## src/rtl/alu_seq_ctrl.sv

```systemverilog
// alu_seq_ctrl: debounced push-button loader for an A/B/OP register set
// feeding a registered ALU, with direct and sequential loading modes.
module alu_seq_ctrl #(
  parameter int unsigned NB_BITS     = 8,
  parameter int unsigned NB_OPE      = 6,
  parameter int unsigned NB_BTN      = 3,
  parameter int unsigned DBNC_CYCLES = 50000,
  parameter int unsigned NB_DBNC     = 16
) (
  input  logic               i_clk,
  input  logic               i_rst,
  input  logic [NB_BITS-1:0] i_sw,
  input  logic [NB_BTN-1:0]  i_bnt,
  input  logic               i_mode,
  output logic [NB_BITS-1:0] o_led,
  output logic               o_valid,
  output logic               o_zero,
  output logic               o_carry,
  output logic [1:0]         o_state
);

  localparam logic [NB_DBNC-1:0] DBNC_LAST = NB_DBNC'(DBNC_CYCLES - 1);
  localparam logic [NB_BITS:0]   SHIFT_LIM = (NB_BITS + 1)'(NB_BITS);

  localparam logic [NB_OPE-1:0] OP_ADD = NB_OPE'(6'b100000);
  localparam logic [NB_OPE-1:0] OP_SUB = NB_OPE'(6'b100010);
  localparam logic [NB_OPE-1:0] OP_AND = NB_OPE'(6'b100100);
  localparam logic [NB_OPE-1:0] OP_OR  = NB_OPE'(6'b100101);
  localparam logic [NB_OPE-1:0] OP_XOR = NB_OPE'(6'b100110);
  localparam logic [NB_OPE-1:0] OP_NOR = NB_OPE'(6'b100111);
  localparam logic [NB_OPE-1:0] OP_SRA = NB_OPE'(6'b000011);
  localparam logic [NB_OPE-1:0] OP_SRL = NB_OPE'(6'b000010);

  typedef enum logic [1:0] {
    ST_A    = 2'd0,
    ST_B    = 2'd1,
    ST_OP   = 2'd2,
    ST_SHOW = 2'd3
  } state_e;

  // Button conditioning state
  logic [NB_BTN-1:0]  sync1_q, sync2_q, db_q, db_prev_q, armed_q;
  logic [NB_DBNC-1:0] cnt_q [NB_BTN];
  logic [1:0]         fill_q;
  logic [NB_BTN-1:0]  btn_pulse;

  // Operand/control state
  state_e             state_q, state_d;
  logic [NB_BITS-1:0] a_q, a_d, b_q, b_d;
  logic [NB_OPE-1:0]  op_q, op_d;
  logic [2:0]         ld_q, ld_d;
  logic               mode_q;
  logic               valid_q, valid_d;

  // ALU
  logic [NB_BITS-1:0] alu_res;
  logic               alu_carry;
  logic [NB_BITS:0]   alu_sum;
  logic [NB_BITS-1:0] led_q;
  logic               carry_q, zero_q;

  // Synchronise, debounce and arm each button; a button only arms once it
  // has been seen stably released after reset, so a held button never fires.
  always_ff @(posedge i_clk or posedge i_rst) begin
    if (i_rst) begin
      sync1_q   <= '0;
      sync2_q   <= '0;
      db_q      <= '0;
      db_prev_q <= '0;
      armed_q   <= '0;
      fill_q    <= '0;
      for (int i = 0; i < NB_BTN; i++) cnt_q[i] <= '0;
    end else begin
      sync1_q   <= i_bnt;
      sync2_q   <= sync1_q;
      db_prev_q <= db_q;
      if (fill_q != 2'd2) fill_q <= fill_q + 2'd1;
      for (int i = 0; i < NB_BTN; i++) begin
        if (sync2_q[i] != db_q[i]) begin
          if (cnt_q[i] == DBNC_LAST) begin
            db_q[i]  <= sync2_q[i];
            cnt_q[i] <= '0;
          end else begin
            cnt_q[i] <= cnt_q[i] + NB_DBNC'(1);
          end
        end else begin
          cnt_q[i] <= '0;
        end
        if ((fill_q == 2'd2) && !sync2_q[i] && !db_q[i]) armed_q[i] <= 1'b1;
      end
    end
  end

  assign btn_pulse = db_q & ~db_prev_q & armed_q;

  // Load/FSM next-state: mode change beats abort beats step
  always_comb begin
    state_d = state_q;
    a_d     = a_q;
    b_d     = b_q;
    op_d    = op_q;
    ld_d    = ld_q;
    if (i_mode != mode_q) begin
      state_d = ST_A;
      ld_d    = '0;
    end else if (!i_mode) begin
      state_d = ST_A;
      if (btn_pulse[0]) begin a_d  = i_sw;               ld_d[0] = 1'b1; end
      if (btn_pulse[1]) begin b_d  = i_sw;               ld_d[1] = 1'b1; end
      if (btn_pulse[2]) begin op_d = i_sw[NB_OPE-1:0];   ld_d[2] = 1'b1; end
    end else if (btn_pulse[1]) begin
      state_d = ST_A;
      ld_d    = '0;
    end else if (btn_pulse[0]) begin
      case (state_q)
        ST_A:    begin a_d  = i_sw;             ld_d[0] = 1'b1; state_d = ST_B;    end
        ST_B:    begin b_d  = i_sw;             ld_d[1] = 1'b1; state_d = ST_OP;   end
        ST_OP:   begin op_d = i_sw[NB_OPE-1:0]; ld_d[2] = 1'b1; state_d = ST_SHOW; end
        default: state_d = ST_A;
      endcase
    end
    valid_d = i_mode ? (state_d == ST_SHOW) : (&ld_d);
  end

  // Control and operand registers
  always_ff @(posedge i_clk or posedge i_rst) begin
    if (i_rst) begin
      state_q <= ST_A;
      a_q     <= '0;
      b_q     <= '0;
      op_q    <= '0;
      ld_q    <= '0;
      mode_q  <= 1'b0;
      valid_q <= 1'b0;
    end else begin
      state_q <= state_d;
      a_q     <= a_d;
      b_q     <= b_d;
      op_q    <= op_d;
      ld_q    <= ld_d;
      mode_q  <= i_mode;
      valid_q <= valid_d;
    end
  end

  // ALU function on the registered operands
  always_comb begin
    alu_res   = '0;
    alu_carry = 1'b0;
    alu_sum   = {1'b0, a_q} + {1'b0, b_q};
    case (op_q)
      OP_ADD: begin alu_res = alu_sum[NB_BITS-1:0]; alu_carry = alu_sum[NB_BITS]; end
      OP_SUB: begin alu_res = a_q - b_q;            alu_carry = (a_q < b_q);     end
      OP_AND: alu_res = a_q & b_q;
      OP_OR:  alu_res = a_q | b_q;
      OP_XOR: alu_res = a_q ^ b_q;
      OP_NOR: alu_res = ~(a_q | b_q);
      OP_SRA: begin
        if ({1'b0, b_q} >= SHIFT_LIM) alu_res = {NB_BITS{a_q[NB_BITS-1]}};
        else                          alu_res = NB_BITS'($signed(a_q) >>> b_q);
      end
      OP_SRL: begin
        if ({1'b0, b_q} >= SHIFT_LIM) alu_res = '0;
        else                          alu_res = a_q >> b_q;
      end
      default: begin alu_res = '0; alu_carry = 1'b0; end
    endcase
  end

  // Registered result and flags
  always_ff @(posedge i_clk or posedge i_rst) begin
    if (i_rst) begin
      led_q   <= '0;
      carry_q <= 1'b0;
      zero_q  <= 1'b0;
    end else begin
      led_q   <= alu_res;
      carry_q <= alu_carry;
      zero_q  <= (alu_res == '0);
    end
  end

  assign o_led   = led_q;
  assign o_carry = carry_q;
  assign o_zero  = zero_q;
  assign o_valid = valid_q;
  assign o_state = state_q;

endmodule

```

## config.mk

```make
export PLATFORM = sky130hd
export DESIGN_NAME = alu_seq_ctrl
export DESIGN_NICKNAME = d
export VERILOG_FILES = /design/src/rtl/alu_seq_ctrl.sv
export SDC_FILE = /design/constraint.sdc
export NUM_CORES = 1
export LEC_CHECK = 0
export BUFFER_PORTS_ARGS = -buffer_cell sky130_fd_sc_hd__buf_2
export CAP_MARGIN = 20
export CORE_MARGIN = 2
export CORE_UTILIZATION = 35
export DETAILED_ROUTE_END_ITERATION = 10
export GPL_ROUTABILITY_DRIVEN = 0
export PLACE_DENSITY = 0.52
export RECOVER_POWER = 50
export SLEW_MARGIN = 20
export SYNTH_ARGS = -nofsm -noshare
export SYNTH_HDL_FRONTEND = slang
export SYNTH_SLANG_ARGS = --single-unit
```

## constraint.sdc

```tcl
create_clock -name i_clk -period 8 [get_ports i_clk]
set_input_delay 1.6 -clock i_clk [delete_from_list [all_inputs] [get_ports i_clk]]
set_output_delay 1.6 -clock i_clk [all_outputs]
set_load 0.01 [all_outputs]
```

==> summary.txt, run 1 <==
Outcome
  – Status: complete, but fails checks
  – Violated checks: capacitance limit, slew limit

Routing
  – Via Count: 4555
  – DRC Markers: 0
  – Routed WL: 13040 um
  – Final ANT Viol Nets: 0
  – Initial drt markers: 245
  – Wire length per cell: 15.06 um
  – Drt pass-1 iters: 5
  – Via-to-Cell Ratio: 5.260

Finish
  – # diodes: 0
  – Final design utilization: 39.49%
  – Layout cells sized above 1: 11.30%
  – Area Growth Syn to Fin: 9.653%
  – Final #Nets: 691
  – Filler instances: 1708
  – Multi-input gate area: 0.003187 mm^2
  – Reg area: 0.002603 mm^2

Clocking
  – Clock slew at reported path FFs: 0.07 ns
  – Total setup buffers inserted after CTS: 0
  – Max Buffers Root-to-Sink: 2
  – Worst-Skew Late Latency: 0.36 ns
  – CTS Root Cell: clkbuf_16
  – # hold bufs at CTS: 0
  – CTS tree: done
  – CTS buffer count: 9
  – Resize count post-CTS: 0
  – Clock Sink Count: 104
  – H-tree depth reported by CTS: 3

Global route
  – GRT overflow: 0
  – Vias in the first global route: 4340
  – Largest net degree at the start of global routing: 63
  – All-Layer GR Usage: 15.26%
  – Initial antenna violation count: 0
  – First-pass GRT wire length: 22170 um

Floorplanning
  – IO Count: 27
  – Die height: 135.1 um
  – # rows: 47
  – Die ar.: 0.01825 mm^2
  – Initial Util: 36.01%
  – Core area: 0.01670 mm^2
  – Die Wd: 135.1 um

STA
  – Final period util: 40.60%
  – Final Skew: 0.01229 ns
  – Final setup viols: 0
  – Worst slew pin tran: 1.915 ns
  – Slew Viols, Final: 61
  – Crit path time final: 3.248 ns
  – Hold Fails Final Rpt: 0
  – Hold Slack: 0.3567 ns
  – Setup TNS: 0 ns
  – Slew headroom: -28.34%
  – Max Freq: 307.9 MHz
  – RSZ-0062 raised after global routing: no

Logic synthesis
  – Warnings from Yosys: 0
  – Asr flop ratio synth: 100.0%
  – Avg Inst Size Synth: 9.562 um^2
  – Netlist cell types: 64
  – Number of synthesized flops with an enable pin: 0
  – Ys flop type: dfrtp_1
  – Mapped Cells: 629
  – Seq/Total Area, Yosys: 43.27%
  – Cell with the most instances after synthesis: dfrtp_1
  – Post-Syn Area: 0.006015 mm^2
  – Syn_nets: 679
  – Dominant cell type by area after synthesis: dfrtp_1
  – Yosys reg bits: 104
  – Area contributors post-synth: dfrtp_1 (43%), ha_1 (7.1%), nor2_1 (4.8%)
  – Synth top area share: 43.27%
  – Post-synth top cells: dfrtp_1 (104), nor2_1 (77), nand2_1 (55)

Worst setup path
  – Setup slack, reg-to-reg: 4.87 ns
  – Setup crit end kind: async pin
  – CP arrival: 3.64 ns
  – WP data required: 8.40 ns
  – Critical Path Fanout Max: 62
  – Worst Setup Start Kind: primary input
  – Critical path class: in -> async

Pwr
  – Pleak: 0.002921 uW
  – Worst vdd ir: 99.50 uV
  – PwrDens: 167.5 mW/mm^2

Placement
  – PortBufs: 26
  – Post-DP HPWL: 9523 um

Min path
  – Hold WC Path Type: reg -> reg

Run
  – Max cap viols: 2
## report_power, final
| part | total (uW) | internal [uW] | switching [uW] |
|---|---|---|---|
| sequential | 560 | 540 | 19.7 |
| clock | 412 | 211 | 201 |
| combinational | 133 | 53.0 | 79.9 |
## registers in the layout (all words and copies together) (netlist names)
signal     count
o_zero         1
db_q           3
o_led          8
db_prev_q      3
sync1_q        3
mode_q         1
a_q            8
o_valid        1
armed_q        3
ld_q           3
fill_q         2
op_q           6
o_carry        1
sync2_q        3
o_state        2
cnt_q         48
b_q            8
## critical path: stages
cell and delay (ns):
buf_2 0.10, clkinvlp_2 1.08, buf_4 0.78
## per-layer routing
layer | track usage (%) | part of all wire (%) | vias to the layer above
met5 | 0 | 0 | -
met2 | 23.91 | 46 | 129
met4 | 5.382 | 1.9 | 0
li1 | - | - | 2194
met1 | 21.19 | 48 | 2213
met3 | 2.890 | 4.3 | 19
## placed cells by master (no fill, tap or decap), drive strengths merged, types with 3 or more instances in the layout
| cell | Yosys | routed |
|---|---|---|
| dfrtp | 104 | 104 |
| nor2 | 78 | 78 |
| nand2 | 55 | 55 |
| o21ai | 35 | 35 |
| ha | 34 | 34 |
| xnor2 | 33 | 33 |
| nand3 | 29 | 29 |
| inv | 29 | 29 |
| buf | 8 | 27 |
| xor2 | 24 | 24 |
| a21oi | 21 | 21 |
| and3 | 19 | 19 |
| mux2i | 16 | 16 |
| mux2 | 12 | 12 |
| clkbuf | 19 | 10 |
| nor4 | 10 | 10 |
| nor3 | 9 | 9 |
| nand4 | 8 | 8 |
| nand2b | 7 | 7 |
| nor3b | 6 | 6 |
| o21bai | 6 | 6 |
| clkinv | 1 | 5 |
| a21o | 4 | 4 |
| o31ai | 4 | 4 |
| nor2b | 4 | 4 |
| and2 | 4 | 4 |
| or3 | 4 | 4 |
| o211ai | 4 | 4 |
| nand3b | 3 | 3 |
| a221oi | 3 | 3 |
| mux4 | 3 | 3 |
| a22oi | 3 | 3 |
| a211oi | 3 | 3 |
| clkinvlp | 0 | 3 |
## through the flow
step           total power (uW)  cell area, um^2  setup WS (ns)  std cells
2_1_floorplan             664.7             6015          3.668        629
3_3_place_gp              700.8             6321          4.870        850
3_5_place_dp              703.6             6321          4.805        850
4_1_cts                    1118             6594          4.871        866
5_1_grt                    1160             6595          4.322        866
6_report                   1105             6595          4.752        866
## logic make-up after synthesis
kind of cell / count (synthesis) / synth area share, %
mux: 31 / 6.033
simple gates: 243 / 20.05
compound gates: 101 / 10.80
xor+xnor: 57 / 8.300
fa+ha+maj: 36 / 7.739
flops: 104 / 43.27
buf+inv: 57 / 3.807
## worst paths after layout
path	depth (start not counted)	start	endpoint
worst min-delay path	0	sync1_q[0]$_DFF_PP0_	sync2_q[0]$_DFF_PP0_
worst max register to register	9	b_q[1]$_DFFE_PP0P_	o_zero$_DFF_PP0_
min in group asynchronous	2	i_rst	cnt_q[0]$_DFF_PP0_
worst max-delay path	3	i_rst	sync1_q[2]$_DFF_PP0_
worst min register to register	0	sync1_q[0]$_DFF_PP0_	sync2_q[0]$_DFF_PP0_
max in group i_clk	9	b_q[1]$_DFFE_PP0P_	o_zero$_DFF_PP0_
## final cells by class
class / instances / share of cell area (%)
Multi-Input combinational cell: 468 / 48.32
Sequential cell: 104 / 39.46
Tap cell: 220 / 4.174
Clock buffer: 9 / 3.415
Timing Repair Buffer: 28 / 2.182
Inverter: 30 / 1.726
Clock inverter: 7 / 0.7209
Note: power is estimated with default switching activity, not from simulation.
==> run 2: changes to the inputs <==
Settings changed: PLACE_DENSITY 0.52 to 0.54.
Clock period 8 ns to 2.6 ns, I/O delays scaled along.
==> summary.txt, run 2 (synthesized netlist as in run 1, its figures left out) <==
Finish
  – Largest register FFs: 48
  – # diodes: 0
  – Largest Register: cnt_q
  – Commonest non-fill, non-tap cells in the layout: dfrtp_1 (104), nor2_1 (77), nand2_1 (55)
  – Layout cells sized above 1: 14.35%
  – Area Growth Syn to Fin: 13.58%
  – Final #Nets: 714
  – Final instance area: 0.006832 mm^2
  – Commonest non-fill, non-tap cell in the layout: dfrtp_1

Pwr
  – Worst vdd ir: 548.8 uV
  – PwrDens: 522.9 mW/mm^2
  – Pleak: 0.003048 uW

Placement
  – PortBufs: 26
  – Dpl cell area: 0.006513 mm^2
  – Post-DP HPWL: 9880 um

Routing
  – Via-to-Cell Ratio: 5.171
  – Drt pass-1 iters: 5
  – Initial drt markers: 288
  – Wire length per cell: 14.99 um
  – Via Count: 4597
  – DRC Markers: 0
  – Routed WL: 13330 um
  – Final ANT Viol Nets: 0

STA
  – Crit path time final: 2.425 ns
  – Slew headroom: 6.910%
  – Final setup viols: 0
  – Final Skew: 0.009001 ns
  – Worst slew pin tran: 1.389 ns
  – Setup TNS: 0 ns
  – RSZ-0062 raised after global routing: no
  – Slew Viols, Final: 0
  – Final period util: 93.29%
  – Hold Fails Final Rpt: 0
  – Max Freq: 412.3 MHz

Global route
  – Vias in the first global route: 4515
  – First-pass GRT wire length: 22690 um
  – Largest net degree at the start of global routing: 36
  – Initial antenna violation count: 0
  – GRT overflow: 0
  – All-Layer GR Usage: 15.68%

Worst setup path
  – Critical Path Source: a_q[0]$_DFFE_PP0P_
  – Worst r2r src: a_q[0]$_DFFE_PP0P_
  – Path depth of the worst reg2reg path: 11
  – Critical Path Fanout Max: 3
  – Setup slack, reg-to-reg: 0.17 ns
  – Worst R2R End: o_zero$_DFF_PP0_
  – Setup crit end kind: flop
  – CP arrival: 2.68 ns
  – WP data required: 2.86 ns
  – Worst Setup Start Kind: flop
  – Critical path class: reg -> reg

Floorplanning
  – Die ar.: 0.01825 mm^2
  – # rows: 47
  – Die height: 135.1 um
  – Initial Util: 36.01%
  – IO Count: 27
  – Die Wd: 135.1 um
  – Core area: 0.01670 mm^2

Run
  – Max cap viols: 0

Clocking
  – Max Buffers Root-to-Sink: 2
  – CTS tree: done
  – H-tree depth reported by CTS: 3
  – Clock slew at reported path FFs: 0.07 ns
  – CTS Root Cell: clkbuf_16
  – Worst-Skew Late Latency: 0.35 ns
  – Clock Sink Count: 104
  – CTS buffer count: 9

Min path
  – Hold endpoint: sync1_q[2]$_DFF_PP0_
  – Worst hold stages: 1
  – Min-delay src: i_bnt[2]
  – Hold WC Path Type: in -> reg

Outcome
  – Status: complete, no violations
## run 2: cell count changes in the layout (fill, tap and decap cells not counted), sizes merged
cell,before,now
clkinvlp,3,1
buf,27,45
clkinv,5,1
inv,29,31
clkbuf,10,19
## run 2: what timing repair did
item | in CTS | in global routing
buffers inserted | 0 | 1
hold buffers | 0 | 0
endpoints found under the setup margin | 0 | 1
gates resized for setup | 0 | 6
## run 2: worst max path at each step
| stage | end | cells after the start | slack (ns) |
|---|---|---|---|
| finish | o_zero$_DFF_PP0_ | 11 | 0.17 |
| global route | o_zero$_DFF_PP0_ | 11 | 0.005 |
| CTS | o_zero$_DFF_PP0_ | 11 | 0.07 |
| detailed placement | o_zero$_DFF_PP0_ | 11 | 0.11 |
| global placement | o_zero$_DFF_PP0_ | 11 | 0.16 |
| floorplan | o_zero$_DFF_PP0_ | 11 | 0.07 |
## run 2: per-layer routing
metal / part of all wire, % / GRT usage [%] / up-vias
li1: - / - / 2240
met5: 0 / 0 / -
met2: 47 / 25.10 / 107
met4: 1.8 / 4.630 / 0
met3: 4.3 / 3.491 / 24
met1: 47 / 21.37 / 2226
## run 2: cell type report
| cell class | instances | area [um^2] |
|---|---|---|
| clock buffers | 13 | 280.3 |
| clock inverters | 3 | 28.78 |
| fillers | 1682 | 9869 |
| inverters | 30 | 113.9 |
| multi-input cells | 468 | 3219 |
| flip-flops and latches | 104 | 2603 |
| well taps | 220 | 275.3 |
| repair buffers | 51 | 311.5 |
## run 2: metrics by stage
stage / hold WS, ns / power (uW) / std cells / setup slack, ns / util (%)
2_1_floorplan: 0.3312 / 2046 / 629 / 0.07185 / -
3_3_place_gp: 0.3350 / 2182 / 872 / 0.1566 / 38.99
3_5_place_dp: 0.3347 / 2193 / 872 / 0.1096 / 38.99
4_1_cts: 0.2469 / 3617 / 888 / 0.07093 / 40.85
5_1_grt: 0.2460 / 3746 / 889 / 0.004988 / 40.91
6_report: 0.2630 / 3572 / 889 / 0.1746 / 40.91
## run 2: power breakdown
| part | leakage [uW] | internal, uW | switching [uW] |
|---|---|---|---|
| logic | 0.00155 | 192 | 276 |
| clock network | 0.000155 | 769 | 634 |
| registers | 0.00135 | 1660 | 39.4 |
## run 2: critical path, stage by stage, from the launching register on
cell     delay (ns)
dfrtp_1        0.40
inv_1          0.10
ha_1           0.19
inv_1          0.06
fa_2           0.35
nor3b_1        0.15
nor3_1         0.25
o22ai_1        0.15
o32ai_2        0.16
xnor2_1        0.16
o21ai_2        0.08
nor4_2         0.27
